**config.mk**
```make
export PLATFORM = sky130hd
export DESIGN_NAME = ram_dump_uart
export DESIGN_NICKNAME = d
export VERILOG_FILES = /design/src/rtl/ram_dump_uart.sv
export SDC_FILE = /design/constraint.sdc
export NUM_CORES = 1
export LEC_CHECK = 0
export ABC_AREA = 0
export BUFFER_PORTS_ARGS = -buffer_cell sky130_fd_sc_hd__buf_2
export CAP_MARGIN = 40
export CORE_ASPECT_RATIO = 0.8
export CORE_MARGIN = 10
export CORE_UTILIZATION = 60
export DETAILED_ROUTE_END_ITERATION = 6
export GPL_TIMING_DRIVEN = 0
export PLACE_DENSITY_LB_ADDON = 0.05
export SLEW_MARGIN = 0
export SYNTH_ARGS = -nofsm -noshare
export SYNTH_HDL_FRONTEND = slang
export SYNTH_SLANG_ARGS = --single-unit
```
**constraint.sdc**
```tcl
create_clock -name i_clock -period 5.7 [get_ports i_clock]
set_input_delay 1.14 -clock i_clock [delete_from_list [all_inputs] [get_ports i_clock]]
set_output_delay 1.14 -clock i_clock [all_outputs]
set_load 0.1 [all_outputs]
```
**src/rtl/ram_dump_uart.sv**
```systemverilog
// ram_dump_uart: on a rising edge of i_start, reads i_word_count words from
// RAM starting at i_base_addr and sends each word, byte by byte, as 8N1/8N2
// UART frames on o_tx.
// Optional build macro RAM_DUMP_UART_PARITY_EN adds an even-parity bit after
// data bit 7 of every frame.
//
// state     | meaning
// ----------+-----------------------------------------------------------
// S_IDLE    | waiting for a start edge; line idle high
// S_FETCH   | one-cycle RAM read strobe for the current address
// S_WAIT_RD | waiting out the RAM read latency (skipped when latency is 0)
// S_START   | start bit (0)
// S_DATA    | eight data bits, LSB first
// S_PARITY  | even-parity bit (only reachable with the parity build)
// S_STOP    | stop bit(s); then next byte, next word, or done
// S_DONE    | one-cycle completion pulse
module ram_dump_uart #(
  parameter int DATA_LENGTH  = 16,
  parameter int ADDR_LENGTH  = 11,
  parameter int CLKS_PER_BIT = 16,
  parameter int STOP_BITS    = 1,
  parameter int MSB_FIRST    = 1,
  parameter int RD_LATENCY   = 0
) (
  input  logic                   i_clock,
  input  logic                   i_reset,
  input  logic                   i_start,
  input  logic [ADDR_LENGTH-1:0] i_base_addr,
  input  logic [ADDR_LENGTH:0]   i_word_count,
  output logic [ADDR_LENGTH-1:0] o_Addr,
  output logic                   o_Rd,
  input  logic [DATA_LENGTH-1:0] i_Data,
  output logic                   o_tx,
  output logic                   o_busy,
  output logic                   o_done
);

  localparam int NBYTES = DATA_LENGTH / 8;
  localparam int CNT_W  = $clog2(CLKS_PER_BIT);

  localparam logic [CNT_W-1:0]     BIT_LAST  = CNT_W'(CLKS_PER_BIT - 1);
  localparam logic [CNT_W-1:0]     CNT_ONE   = CNT_W'(1);
  localparam logic [2:0]           BYTE_LAST = 3'(NBYTES - 1);
  localparam logic [1:0]           LAT_LAST  = (RD_LATENCY > 0) ? 2'(RD_LATENCY - 1) : 2'd0;
  localparam logic                 STOP_LAST = 1'(STOP_BITS - 1);
  localparam logic [ADDR_LENGTH:0] WORD_ONE  = (ADDR_LENGTH+1)'(1);
  localparam logic [ADDR_LENGTH-1:0] ADDR_ONE = ADDR_LENGTH'(1);

  typedef enum logic [2:0] {
    S_IDLE,
    S_FETCH,
    S_WAIT_RD,
    S_START,
    S_DATA,
    S_PARITY,
    S_STOP,
    S_DONE
  } state_t;

  state_t                 state, state_nxt;
  logic                   start_prev;
  logic                   start_edge;
  logic [ADDR_LENGTH-1:0] addr_q;
  logic [ADDR_LENGTH:0]   words_left;
  logic [DATA_LENGTH-1:0] word_q;
  logic [2:0]             byte_left;
  logic [2:0]             bit_idx;
  logic [CNT_W-1:0]       bit_cnt;
  logic                   stop_idx;
  logic [1:0]             lat_cnt;
  logic [7:0]             cur_byte;
  logic                   bit_end;
  logic                   in_frame;
  logic                   capture;

  assign start_edge = i_start & ~start_prev;
  assign bit_end    = (bit_cnt == '0);
  assign in_frame   = (state == S_START) || (state == S_DATA) ||
                      (state == S_PARITY) || (state == S_STOP);
  assign capture    = ((state == S_FETCH) && (RD_LATENCY == 0)) ||
                      ((state == S_WAIT_RD) && (lat_cnt == '0));
  assign o_Addr     = addr_q;

  // Byte currently on the line: the word register is shifted after each
  // byte so the outgoing byte always sits at the same end.
  always_comb begin
    cur_byte = word_q[7:0];
    if (MSB_FIRST != 0) cur_byte = word_q[DATA_LENGTH-1 -: 8];
  end

  // State register.
  always_ff @(posedge i_clock or negedge i_reset) begin
    if (!i_reset) state <= S_IDLE;
    else          state <= state_nxt;
  end

  // Previous i_start for edge detection. Resets to 1 so that a level still
  // high when reset releases is not mistaken for a fresh request.
  always_ff @(posedge i_clock or negedge i_reset) begin
    if (!i_reset) start_prev <= 1'b1;
    else          start_prev <= i_start;
  end

  // Next-state decode and Moore outputs.
  always_comb begin
    state_nxt = state;
    o_tx      = 1'b1;
    o_Rd      = 1'b0;
    o_busy    = 1'b0;
    o_done    = 1'b0;
    case (state)
      S_IDLE: begin
        if (start_edge) state_nxt = (i_word_count == '0) ? S_DONE : S_FETCH;
      end
      S_FETCH: begin
        o_Rd      = 1'b1;
        o_busy    = 1'b1;
        state_nxt = (RD_LATENCY == 0) ? S_START : S_WAIT_RD;
      end
      S_WAIT_RD: begin
        o_busy = 1'b1;
        if (lat_cnt == '0) state_nxt = S_START;
      end
      S_START: begin
        o_tx   = 1'b0;
        o_busy = 1'b1;
        if (bit_end) state_nxt = S_DATA;
      end
      S_DATA: begin
        o_tx   = cur_byte[bit_idx];
        o_busy = 1'b1;
        if (bit_end && (bit_idx == 3'd7)) begin
`ifdef RAM_DUMP_UART_PARITY_EN
          state_nxt = S_PARITY;
`else
          state_nxt = S_STOP;
`endif
        end
      end
      S_PARITY: begin
        o_tx   = ^cur_byte;
        o_busy = 1'b1;
        if (bit_end) state_nxt = S_STOP;
      end
      S_STOP: begin
        o_busy = 1'b1;
        if (bit_end && (stop_idx == STOP_LAST)) begin
          // Next byte of the same word goes out with no idle gap; a new
          // word needs a fresh RAM read first.
          if (byte_left != '0)              state_nxt = S_START;
          else if (words_left == WORD_ONE)  state_nxt = S_DONE;
          else                              state_nxt = S_FETCH;
        end
      end
      S_DONE: begin
        o_done    = 1'b1;
        state_nxt = S_IDLE;
      end
      default: state_nxt = S_IDLE;
    endcase
  end

  // Address, word counter, read-latency timer and word/byte registers.
  always_ff @(posedge i_clock or negedge i_reset) begin
    if (!i_reset) begin
      addr_q     <= '0;
      words_left <= '0;
      lat_cnt    <= '0;
      word_q     <= '0;
      byte_left  <= '0;
    end else begin
      if ((state == S_IDLE) && start_edge) begin
        words_left <= i_word_count;
        // A zero-length request never reads, so the bus address is left alone.
        if (i_word_count != '0) addr_q <= i_base_addr;
      end
      if ((state == S_STOP) && (state_nxt == S_FETCH)) begin
        addr_q     <= addr_q + ADDR_ONE;
        words_left <= words_left - WORD_ONE;
      end
      if (state == S_FETCH)   lat_cnt <= LAT_LAST;
      if (state == S_WAIT_RD) lat_cnt <= lat_cnt - 2'd1;
      if (capture) begin
        word_q    <= i_Data;
        byte_left <= BYTE_LAST;
      end else if ((state == S_STOP) && (state_nxt == S_START)) begin
        byte_left <= byte_left - 3'd1;
        if (MSB_FIRST != 0) word_q <= word_q << 8;
        else                word_q <= word_q >> 8;
      end
    end
  end

  // Bit timing: down-counter per bit, data-bit index and stop-bit index.
  always_ff @(posedge i_clock or negedge i_reset) begin
    if (!i_reset) begin
      bit_cnt  <= '0;
      bit_idx  <= '0;
      stop_idx <= 1'b0;
    end else begin
      if (!in_frame || bit_end) bit_cnt <= BIT_LAST;
      else                      bit_cnt <= bit_cnt - CNT_ONE;

      if (state != S_DATA)  bit_idx <= '0;
      else if (bit_end)     bit_idx <= bit_idx + 3'd1;

      if (state != S_STOP)  stop_idx <= 1'b0;
      else if (bit_end)     stop_idx <= ~stop_idx;
    end
  end

endmodule

```
-- Yosys cells after proc, flatten, opt, wreduce, memory -nomap -nowiden
Index checks and enable logic that the tools add are counted.
- add/subtract/negate cells: 6
- order comparisons: 1
- eq/ne operators: 13
- multiplexer cells: 32
- bitwise operators: 3
- reduce and logical (&&, ||, !) cells: 27
- operators by type and width (operator ; number):
    $mux 3 ; 13
    $mux 11 ; 3
    $mux 16 ; 2
    $mux 12 ; 2
    $pmux 3 s8 ; 1
    $eq 3x3->1 const B ; 5
    $eq 12x1->1 const B ; 1
    $logic_not 12->1 ; 1
    $reduce_bool 12->1 ; 1
    $reduce_bool 2->1 ; 6
    $sub 12x1->12 const B ; 1
    $add 11x1->11 const B ; 1
    $eq 3x2->1 const B ; 3
    $reduce_xor 8->1 ; 1
    $eq 3x1->1 const B ; 2
    $logic_and 1x1->1 ; 6
    $mux 1 ; 6
    $ne 3x3->1 const B ; 2
    $reduce_or 6->1 ; 1
    $logic_or 1x1->1 ; 5
    $logic_not 4->1 ; 1
    $lt 3x4->1 const B ; 1
    $mux 2 ; 2
    $mux 4 ; 1
    other kinds (13) ; 14
- flip-flop bits (word level): 56
- input port bits: 42
- output and inout port bits: 15
- logic and storage cells: 92

-- Logic depth before layout (Yosys ltp)
Gate-level depths: netlist of run 1.
- depth in word-level cells: 9
- mapped depth: 10
- gate-level depth less buffers: 8

-- Worst setup path before layout of run 1
No wires, ideal clock.
- kind: register to output
- from: reg state[2]
- to: out o_busy
- arrival: 2.698 ns
- data required time: 4.560 ns
- slack: 1.862 ns
- stages on the path, launching flop included: 5
- buffers on the path: 2
- cell sequence: dfrtp_1 -> buf_2 -> buf_1 -> and3_1 -> nor2_1
- cells in the longest elaborated chain, start to end: 3
- elaborated cells between the ends (all ways): 8
- those cells by class: 6 x eq/ne; 1 x mux; 1 x reduce/logical
- ends and longest elaborated chain (item ; RTL line ; text):
    from (decl) ; 60 ; state_t state, state_nxt;
    from (signal assigned) ; 94 ; else state <= state_nxt;
    $eq 3x2->1, or another cell as far along ; 111 ; case (state)
    $reduce_or 6->1 (no line) * ; n/a ;
    $mux 1 * ; 111 ;
    to (decl) ; 34 ; output logic o_busy,
Every way passes the cells marked *; elsewhere a longest branch is shown, timed or not.

-- Worst setup path in the final report of run 1
- from: reg state[2]
- to: out o_tx
- cells in the longest elaborated chain, start to end: 2
- elaborated cells between the ends (all ways): 4
- those cells by class: 3 x eq/ne; 1 x mux
- ends and longest elaborated chain (item ; RTL line ; text):
    $eq 3x3->1 / $eq 3x2->1 (equally long branches) ; 111 ;
    $pmux 1 s3 * ; 111 ;
    to (decl) ; 33 ; output logic o_tx,
Marked as above.

==> impl_metrics.yaml, run 1 <==
layout:
  fillerInstances: 412
  final_cell_area_mm2: 0.00361
  drive_gt1_frac: 0.186
  antenna-diode-count: 0
  most-common-layout-cells: "nand2_1 (63), buf_2 (59), dfrtp_1 (55)"
  stdcell_count: 477
  syn2layout_area_growth_pct: 15.0
  final_common_cell: "nand2_1"
  nNetsFinal: 465
run_status:
  status: "finished clean"
route:
  via_per_inst: 5.87
  wl_um: 7840
  remaining_drc_errors: 0
  drt-initial-drc-count: 135
  dr.pass1.iters: 4
  wire_per_inst_um: 16.4
  final_antenna_net_count: 0
  vias: 2799
worst_setup_path:
  worstSetupPathType: "flip-flop to output pin"
  r2r_end: "o_Addr[4]"
  cp_common_cell: "buf_2"
  worst_setup_path_start_kind: "flip-flop"
  rr_startpoint: "state[0]"
  arrival_ns: 2.08
  r2r.worst_path.cells: 8
  crit_required_ns: 4.56
  critPathMaxFanout: 10
  slowest_delay_ns: 0.38
  crit_chain: "buf_2 -> buf_1 -> nand2_1 -> a211oi_1 -> a21oi_1 -> buf_2"
  crit_slowest_cell: "dfrtp_1"
  worst_setup_path_end_kind: "output pin"
  ff2ff_setup_slack_ns: 3.14
clock_tree:
  path_clk_slew_ns: 0.10
  cts_tree: "built"
  postCtsHoldBufs: 0
  cts_resized: 0
  ctsRootBufferMaster: "clkbuf_8"
  cts_buffer_depth: 2
  h-tree-depth: 2
  numCtsBuffers: 5
  post-cts-setup-buffers: 0
  cts_num_sinks: 56
  clkLatencyLatePin_ns: 0.32
sta:
  finalSetupTns_ns: 0
  setup_viol: 0
  slew_violations: 0
  period_minus_slack_ns: 3.22
  skew_ns: 0.00541
  worstMarginPinSlew_ns: 0.613
  rsz0062_at_grt: "false"
  fin_crit_sh: 0.565
  fin_hold_ws_ns: 0.468
  timing.fmax_mhz: 310
  hold_violations: 0
  slew_headroom: 0.592
logic_synthesis:
  synth_ff_type: "dfrtp_1"
  yosysUniqueCellTypes: 49
  ys_warn_count: 0
  synth-edff-count: 0
  synth_area_mm2: 0.00314
  avgSynthCellArea_um2: 8.97
  ys_seq_area_frac: 0.447
  syn-num-nets: 401
  synth.ff_latch_count: 56
  async_reset_ff_frac: 1.00
  netlist_instances: 350
global_routing:
  grt_pass1_vias: 2847
  antenna_found_initial: 0
  grt_use_total: 0.187
  grt_pass1_wl_um: 13300
  grt_start_max_net_pins: 31
  overflow: 0
pwr:
  ir_drop_mv: 0.469
  p_leak_nw: 1.61
  power.density_mw_per_mm2: 544
floorplanning:
  ios: 57
  rows: 23
  core_area_mm2: 0.00504
  dieWidth_um: 101
  initial_core_util: 0.623
  dieArea_mm2: 0.00854
  fp.dieH_um: 84.7
worst_hold_path:
  min_from: "bit_cnt[0]"
  hold_path_class: "flip-flop to flip-flop"
  holdPathEnd: "bit_cnt[0]"
  hold_depth: 1
place:
  dp_hpwl_um: 5840
  placed_area_mm2: 0.00352
  gp_congestion: 0.870
  dp_cells: 469
  port_buffers: 56
run:
  drv_cap: 0
==> synth_stat cells (2+ instances only) <==
library cell  instances  area, µm²
nor3_1               11       55.1
a311oi_1              2       17.5
nor4_1                5       31.3
a21o_1                4       30.0
nor2b_1               2       12.5
a221o_1               9       90.1
nand2_1              63        236
a21boi_0              2       15.0
mux4_2                2       45.0
and3_1               12       75.1
o211ai_1              6       45.0
buf_2                 3       15.0
nand3_1              10       50.1
dfrtp_1              55       1380
mux2i_1               7       70.1
ha_1                  9        113
nand4_1               4       25.0
a21oi_1              14       70.1
a31oi_1               4       25.0
inv_1                13       48.8
nand2b_1              2       12.5
a211o_1               2       17.5
o21ai_0              23        115
and2_1                2       12.5
clkbuf_1              9       33.8
xnor2_1              13        114
nor2_1               30        113
o21ai_1              11       55.1
==> worst max-delay path by stage <==
stage / start / cells past startpoint / endpoint / slack (ns)
global route: state[2] / 6 / o_tx / 2.28
floorplan: state[2] / 4 / o_busy / 1.86
detailed placement: bit_idx[1] / 5 / o_tx / 2.85
CTS: state[0] / 6 / o_tx / 2.49
global placement: i_word_count[7] / 7 / o_Addr[3] / 2.84
finish: state[2] / 6 / o_tx / 2.48
==> cell type report <==
cell class,instances,area [µm²],share of cell area
Clock buffer,7,86.3,0.0239
Inverter,13,48.8,0.0135
Timing Repair Buffer,57,300,0.0832
Sequential cell,56,1400,0.388
Multi-Input combinational cell,266,1620,0.448
Clock inverter,1,7.51,0.00208
Tap cell,62,77.6,0.0215
Buffer,15,71.3,0.0198
==> critical path, delay by kind of cell, from the launching register on <==
family	cells	cell delay, ns
buffers and inverters	3	0.91
AOI/OAI and AO/OA	2	0.28
and+or+nand+nor	1	0.19
DFF	1	0.38
==> cell families after synthesis <==
family                   share of synthesized area
AND/OR/NAND/NOR                              0.220
AO/OA/AOI/OAI                                0.183
XOR/XNOR                                    0.0391
flip-flops                                   0.447
adder cells (fa/ha/maj)                     0.0359
multiplexers                                0.0367
buffers and inverters                       0.0383
==> power by group <==
group / total (mW) / switching [mW] / leakage (nW) / internal (mW)
logic: 1.01 / 0.707 / 0.894 / 0.304
clock network: 0.233 / 0.134 / 0.0445 / 0.0992
registers: 0.719 / 0.161 / 0.671 / 0.558
total: 1.96 / 1.00 / 1.61 / 0.961
==> sequential cells by signal, summed over array words and instances, names as in the netlist <==
signal      cells
words_left     12
lat_cnt         2
byte_left       3
o_Addr         11
word_q         16
state           3
bit_idx         3
bit_cnt         4
stop_idx        1
start_prev      1
==> layer usage <==
metal / GRT usage / part of all wire / vias up
met2: 0.263 / 0.45 / 84
met1: 0.274 / 0.48 / 1323
met5: 0 / 0 / -
met4: 0.0667 / 0.014 / 0
met3: 0.0418 / 0.060 / 10
li1: - / - / 1382
==> metrics by stage <==
stage / setup WS (ns) / util / total power [mW]
global placement: 2.84 / 0.694 / 1.70
CTS: 2.49 / 0.717 / 1.97
floorplan: 1.86 / - / 1.51
detailed placement: 2.85 / 0.698 / 1.74
finish: 2.48 / 0.717 / 1.96
global route: 2.28 / 0.717 / 2.10
(Power assumes the default switching activity.)
==> run 2, diff against run 1 <==
--- a/config.mk
+++ b/config.mk
@@ -5,12 +5,12 @@
 export SDC_FILE = /design/constraint.sdc
 export NUM_CORES = 1
 export LEC_CHECK = 0
-export ABC_AREA = 0
+export ABC_AREA = 1
 export BUFFER_PORTS_ARGS = -buffer_cell sky130_fd_sc_hd__buf_2
 export CAP_MARGIN = 40
 export CORE_ASPECT_RATIO = 0.8
 export CORE_MARGIN = 10
-export CORE_UTILIZATION = 60
+export CORE_UTILIZATION = 57
 export DETAILED_ROUTE_END_ITERATION = 6
 export GPL_TIMING_DRIVEN = 0
 export PLACE_DENSITY_LB_ADDON = 0.05
==> constraint.sdc (replaced) <==
create_clock -name i_clock -period 3 [get_ports i_clock]
set_input_delay 0.6 -clock i_clock [delete_from_list [all_inputs] [get_ports i_clock]]
set_output_delay 0.6 -clock i_clock [all_outputs]
set_load 0.1 [all_outputs]
==> run 2 against run 1 <==
Net effect:
- sequential power grew 5.1%
- cell area grew 13%
- global-route usage shrank 2.1 points
- via count grew 13%
- synthesized cell count grew 38%
- critical path depth is the same
- clock skew grew 0.0035 ns
- clock-buffer cell count is the same
- critical path type unchanged
- critical endpoint unchanged
==> impl_metrics.yaml, run 2 <==
pwr:
  power.density_mw_per_mm2: 295
  power.share.clock: 0.331
  combinationalPowerShare: 0.042
  internal_power_mw: 0.946
  switching_power_mw: 0.259
  ir_drop_mv: 0.241
  p_leak_nw: 2.23
  seqPwrFrac: 0.627
  swShare: 0.215
sta:
  setup_viol: 0
  slew_violations: 0
  timing.fmax_mhz: 398
  rsz0062_at_grt: "false"
  hold_violations: 0
  skew_ns: 0.00887
  fin_crit_sh: 0.837
  fin_hold_ws_ns: 0.325
  finalSetupTns_ns: 0
  slew_headroom: 0.541
  worstMarginPinSlew_ns: 0.689
  period_minus_slack_ns: 2.51
layout:
  drive_gt1_frac: 0.205
  regMostFlops: "word_q"
  final_common_cell: "nand2_1"
  final_cell_area_mm2: 0.00408
  antenna-diode-count: 0
  most-common-layout-cells: "nand2_1 (172), buf_2 (62), dfrtp_1 (55)"
  syn2layout_area_growth_pct: 13.5
  nNetsFinal: 597
  fillerInstances: 560
  largest_reg_flops: 16
global_routing:
  antenna_found_initial: 0
  overflow: 0
  grt_pass1_vias: 2970
  grt_pass1_wl_um: 13900
  grt_use_total: 0.166
  grt_start_max_net_pins: 30
place:
  gp_congestion: 0.906
  placed_area_mm2: 0.00399
  port_buffers: 56
  dp_hpwl_um: 6450
floorplanning:
  fp.dieH_um: 91.0
  ios: 57
  dieWidth_um: 109
  rows: 25
  core_area_mm2: 0.00601
  initial_core_util: 0.598
  dieArea_mm2: 0.00990
route:
  drt-initial-drc-count: 169
  vias: 3165
  via_per_inst: 5.04
  wire_per_inst_um: 13.0
  wl_um: 8160
  dr.pass1.iters: 4
  remaining_drc_errors: 0
  final_antenna_net_count: 0
worst_setup_path:
  rr_startpoint: "bit_cnt[0]"
  crit_path_end: "o_tx"
  slowest_delay_ns: 0.46
  crit_slowest_cell: "dfrtp_1"
  r2r.worst_path.cells: 12
  crit_chain: "inv_2 -> nand2_1 -> nor2_1 -> o211ai_1 -> nand3b_1 -> buf_2"
  arrival_ns: 1.91
  startpoint: "state[1]"
  worst_setup_path_start_kind: "flip-flop"
  worstSetupPathType: "flip-flop to output pin"
  r2r_end: "words_left[10]"
  crit_required_ns: 2.40
  worst_setup_path_end_kind: "output pin"
  critPathMaxFanout: 6
  ff2ff_setup_slack_ns: 0.88
clock_tree:
  cts_tree: "built"
  clkLatencyLatePin_ns: 0.30
  numCtsBuffers: 5
  postCtsHoldBufs: 0
  cts_resized: 0
  cts_buffer_depth: 2
  post-cts-setup-buffers: 0
  path_clk_slew_ns: 0.10
  cts_num_sinks: 56
  h-tree-depth: 2
  ctsRootBufferMaster: "clkbuf_8"
logic_synthesis:
  syn-num-nets: 533
  synth_largest_area_cell: "dfrtp_1"
  netlist.area_leader.share: 0.383
  avgSynthCellArea_um2: 7.45
  netlist_instances: 482
  synth_area_mm2: 0.00359
  synth_commonest_cells: "nand2_1 (172), dfrtp_1 (55), inv_1 (48), nor2_1 (35), nand3_1 (34)"
  synth_most_common_cell: "nand2_1"
  ys_seq_area_frac: 0.390
  async_reset_ff_frac: 1.00
  yosysUniqueCellTypes: 36
  synth-edff-count: 0
  synth_ff_type: "dfrtp_1"
  synth.area.top_cells: "dfrtp_1 (38%), nand2_1 (18%), inv_1 (5.0%), nand3_1 (4.7%), xor2_1 (4.1%)"
  ys_warn_count: 0
  synth.ff_latch_count: 56
run_status:
  status: "finished clean"
worst_hold_path:
  hold_path_class: "input pin to asynchronous set/reset pin"
run:
  drv_cap: 0
-- run 2: cell types whose count changed after synthesis, moves of 12 or more --
cell / before / now
o21ai_0: 23 / 11
nand2_1: 63 / 172
and3_1: 12 / 0
nand3_2: 0 / 12
inv_1: 13 / 48
xor2_1: 1 / 17
nand3_1: 10 / 34
-- run 2: final cells by class --
class	count	area [µm²]	share of cell area
Timing Repair Buffer	57	300	0.0736
Clock inverter	1	8.76	0.00215
Inverter	58	220	0.0540
Tap cell	81	101	0.0248
Multi-Input combinational cell	358	1900	0.466
Buffer	10	68.8	0.0169
Clock buffer	7	76.3	0.0187
Sequential cell	56	1400	0.344
-- run 2: cell families (layout without fill, tap and decap cells) --
kind of cell / count (synthesis) / in the layout / share of synthesized area
buffers and inverters: 68 / 133 / 0.0805
adders and majority gates: 9 / 9 / 0.0313
AOI/OAI and AO/OA: 40 / 40 / 0.0651
DFF: 56 / 56 / 0.390
xor gates and xnor gates: 26 / 26 / 0.0634
muxes: 1 / 1 / 0.00279
and+or+nand+nor: 282 / 282 / 0.366
-- run 2: worst max-delay path, delay by kind of cell (launching register included) --
family / cells / cell delay [ns]
simple gates: 3 / 0.50
compound gates: 1 / 0.15
buf+inv: 2 / 0.51
flops: 1 / 0.46
-- run 2: through the flow --
step	worst slack, ns	utilization	power (mW)	instances
2_1_floorplan	0.213	-	0.775	482
3_3_place_gp	0.766	0.662	0.817	619
3_5_place_dp	0.754	0.665	0.821	620
4_1_cts	0.496	0.679	1.23	628
5_1_grt	0.393	0.679	1.26	628
6_report	0.488	0.679	1.20	628
-- run 2: power groups by stage --
stage          clock, mW  sequential, mW  combinational (mW)
3_5_place_dp           0           0.770              0.0509
4_1_cts            0.420           0.756              0.0514
5_1_grt            0.450           0.756              0.0579
3_3_place_gp           0           0.770              0.0468
6_report           0.399           0.756              0.0503
2_1_floorplan          0           0.771             0.00479
-- run 2: metal layers --
metal | GRT usage | share of wire
met2 | 0.247 | 0.43
met3 | 0.0332 | 0.059
met4 | 0.0263 | 0.0033
met5 | 0 | 0
met1 | 0.245 | 0.51
-- run 2: worst min-delay path by stage --
stage               start         end  slack, ns  cells after the start
2_1_floorplan     i_reset  bit_cnt[0]       0.30                      0
3_3_place_gp   bit_cnt[0]  bit_cnt[0]       0.42                      1
3_5_place_dp   bit_cnt[0]  bit_cnt[0]       0.42                      1
4_1_cts           i_reset   o_Addr[4]       0.34                      1
5_1_grt           i_reset   o_Addr[4]       0.37                      1
6_report          i_reset   o_Addr[4]       0.33                      1
==> run 3, diff against run 2 <==
--- a/config.mk
+++ b/config.mk
@@ -10,7 +10,7 @@
 export CAP_MARGIN = 40
 export CORE_ASPECT_RATIO = 0.8
 export CORE_MARGIN = 10
-export CORE_UTILIZATION = 57
+export CORE_UTILIZATION = 52
 export DETAILED_ROUTE_END_ITERATION = 6
 export GPL_TIMING_DRIVEN = 0
 export PLACE_DENSITY_LB_ADDON = 0.05
==> constraint.sdc (replaced) <==
create_clock -name i_clock -period 2.1 [get_ports i_clock]
set_input_delay 0.42 -clock i_clock [delete_from_list [all_inputs] [get_ports i_clock]]
set_output_delay 0.42 -clock i_clock [all_outputs]
set_load 0.1 [all_outputs]
==> run 3 against run 2 <==
Net effect:
- the run now ends with negative setup slack left
- worst setup slack lost 0.50 ns
- sequential cell count did not move
- wire length increased by 6.7%
- worst hold slack got worse by 0.23 ns
- clock skew decreased by 0.0056 ns
- clock power increased by 55%
- sequential power increased by 43%
- via count grew 2.4%
- sequential share of layout area is 2.0 points lower
- final cell count rose by 3.7%
- first-iteration DRC count increased by 15%
- critical endpoint unchanged
- largest cell class unchanged
- highest routed layer unchanged
==> impl_metrics.yaml, run 3 (synthesized netlist as in run 2, its figures left out) <==
sta:
  slew_headroom: 0.592
  hold_violations: 0
  skew_ns: 0.00325
  period_minus_slack_ns: 2.11
  worstMarginPinSlew_ns: 0.612
  timing.fmax_mhz: 474
  rsz0062_at_grt: "true"
  finalSetupTns_ns: -0.00765
  setup_viol: 1
  fin_crit_sh: 1.00
  slew_violations: 0
  setup_slack_ns: -0.00765
pwr:
  power.density_mw_per_mm2: 407
  total_power_mw: 1.77
  ir_drop_mv: 0.313
  p_leak_nw: 2.35
clock_tree:
  postCtsHoldBufs: 0
  cts_buffer_depth: 2
  clkLatencyLatePin_ns: 0.31
  cts_tree: "built"
  h-tree-depth: 2
  numCtsBuffers: 5
  path_clk_slew_ns: 0.10
  ctsRootBufferMaster: "clkbuf_8"
  cts_num_sinks: 56
layout:
  largest_reg_flops: 16
  stdcell_count: 651
  regMostFlops: "word_q"
  drive_gt1_frac: 0.271
  fillerInstances: 633
  syn2layout_area_growth_pct: 21.1
  nNetsFinal: 614
  antenna-diode-count: 0
  most-common-layout-cells: "nand2_1 (170), buf_2 (60), dfrtp_1 (49)"
  final_common_cell: "nand2_1"
worst_setup_path:
  crit_slowest_cell: "dfrtp_2"
  worst_setup_path_start_kind: "flip-flop"
  worst_setup_path_end_kind: "output pin"
  path_buf_inv: 2
  worstSetupPathType: "flip-flop to output pin"
  arrival_ns: 1.69
  crit_chain: "buf_4 -> mux2i_1 -> o22ai_1 -> o211ai_1 -> nand3b_1 -> buf_12"
  ff2ff_setup_slack_ns: 0.08
  cp.depth: 6
  crit_required_ns: 1.68
  r2r.worst_path.cells: 11
  critPathMaxFanout: 6
  slowest_delay_ns: 0.46
  crit_family: "flip-flops"
floorplanning:
  initial_core_util: 0.529
  dieArea_mm2: 0.0107
  fp.dieH_um: 94.3
  dieWidth_um: 113
  ios: 57
  rows: 27
  core_area_mm2: 0.00679
route:
  via_per_inst: 4.98
  final_antenna_net_count: 0
  remaining_drc_errors: 0
  drt-initial-drc-count: 195
  wl_um: 8710
  dr.pass1.iters: 5
  wire_per_inst_um: 13.4
  vias: 3241
run:
  drv_cap: 0
run_status:
  violations: "negative setup slack"
  status: "complete, but fails checks"
global_routing:
  grt_use_total: 0.162
  grt_pass1_wl_um: 14700
  grt_pass1_vias: 3249
  grt_start_max_net_pins: 33
  antenna_found_initial: 0
  overflow: 0
worst_hold_path:
  hold_path_class: "input pin to asynchronous set/reset pin"
place:
  port_buffers: 56
  dp_hpwl_um: 6430
  dp_cells: 626
  gp_congestion: 0.864
==> run 3: changes by cell type in the layout (fill, tap and decap cells not counted), moves of 3 or more <==
cell	previous run	this run
buf_4	2	13
dfrtp_1	55	49
dfrtp_2	0	6
o21ai_2	0	6
nor2_1	35	30
buf_6	0	4
nor2_4	3	7
o21ai_1	12	8
nand2_2	4	7
==> run 3: metal layers <==
layer  share of wire  vias up  global-route usage
li1                -     1679                   -
met1            0.46     1466               0.198
met2            0.46       88               0.282
met3           0.068        8              0.0418
met4          0.0086        0              0.0422
met5               0        -                   0
==> run 3: worst paths after layout <==
path,start,endpoint
max,bit_idx[0],o_tx
min in group i_clock,i_start,start_prev
max reg2reg,bit_idx[0],o_Addr[10]
max in group asynchronous,i_reset,bit_idx[1]
min,i_reset,words_left[6]
min reg2reg,bit_cnt[0],bit_cnt[0]
==> run 3: worst reg2reg max path: cells and delay by family (launching register included) <==
kind / cells / cell delay (ns)
AND/OR/NAND/NOR: 7 / 0.72
flip-flops: 1 / 0.46
adder cells (fa/ha/maj): 2 / 0.39
buffers and inverters: 1 / 0.23
AO/OA/AOI/OAI: 1 / 0.13
==> run 3: final cells by class <==
class	count	area, µm²	share of cell area
inverter	58	223	0.0512
timing repair buffer	72	444	0.102
sequential	56	1410	0.324
tap	87	109	0.0250
multi-input combinational	360	1990	0.457
clock inverter	3	21.3	0.00489
buffer	10	87.6	0.0201
clock buffer	5	68.8	0.0158
==> run 3: per-stage QoR <==
stage	utilization	area [µm²]	hold WS (ns)	worst slack, ns
6_report	0.641	4350	0.0994	-0.00765
5_1_grt	0.641	4350	0.143	-0.0771
4_1_cts	0.610	4150	0.120	0.000136
3_5_place_dp	0.591	4010	0.455	-0.0419
3_3_place_gp	0.588	3990	0.424	0.00738
2_1_floorplan	-	3600	0.124	0.00906
==> run 3: repair_timing <==
action                                  in CTS  in global routing
hold endpoints to repair                     0                  0
cloned                                       0                  5
endpoints found under the setup margin      16                 43
gates resized for setup                      9                 27
setup buffers                                2                 10
pin swaps                                    1                 14
==> run 3: where the power goes <==
part	total (mW)	switching, mW	leakage [nW]	internal (mW)
clock network	0.618	0.380	0.0445	0.238
logic	0.0726	0.0402	1.58	0.0325
registers	1.08	0.000218	0.731	1.08
total	1.77	0.420	2.35	1.35
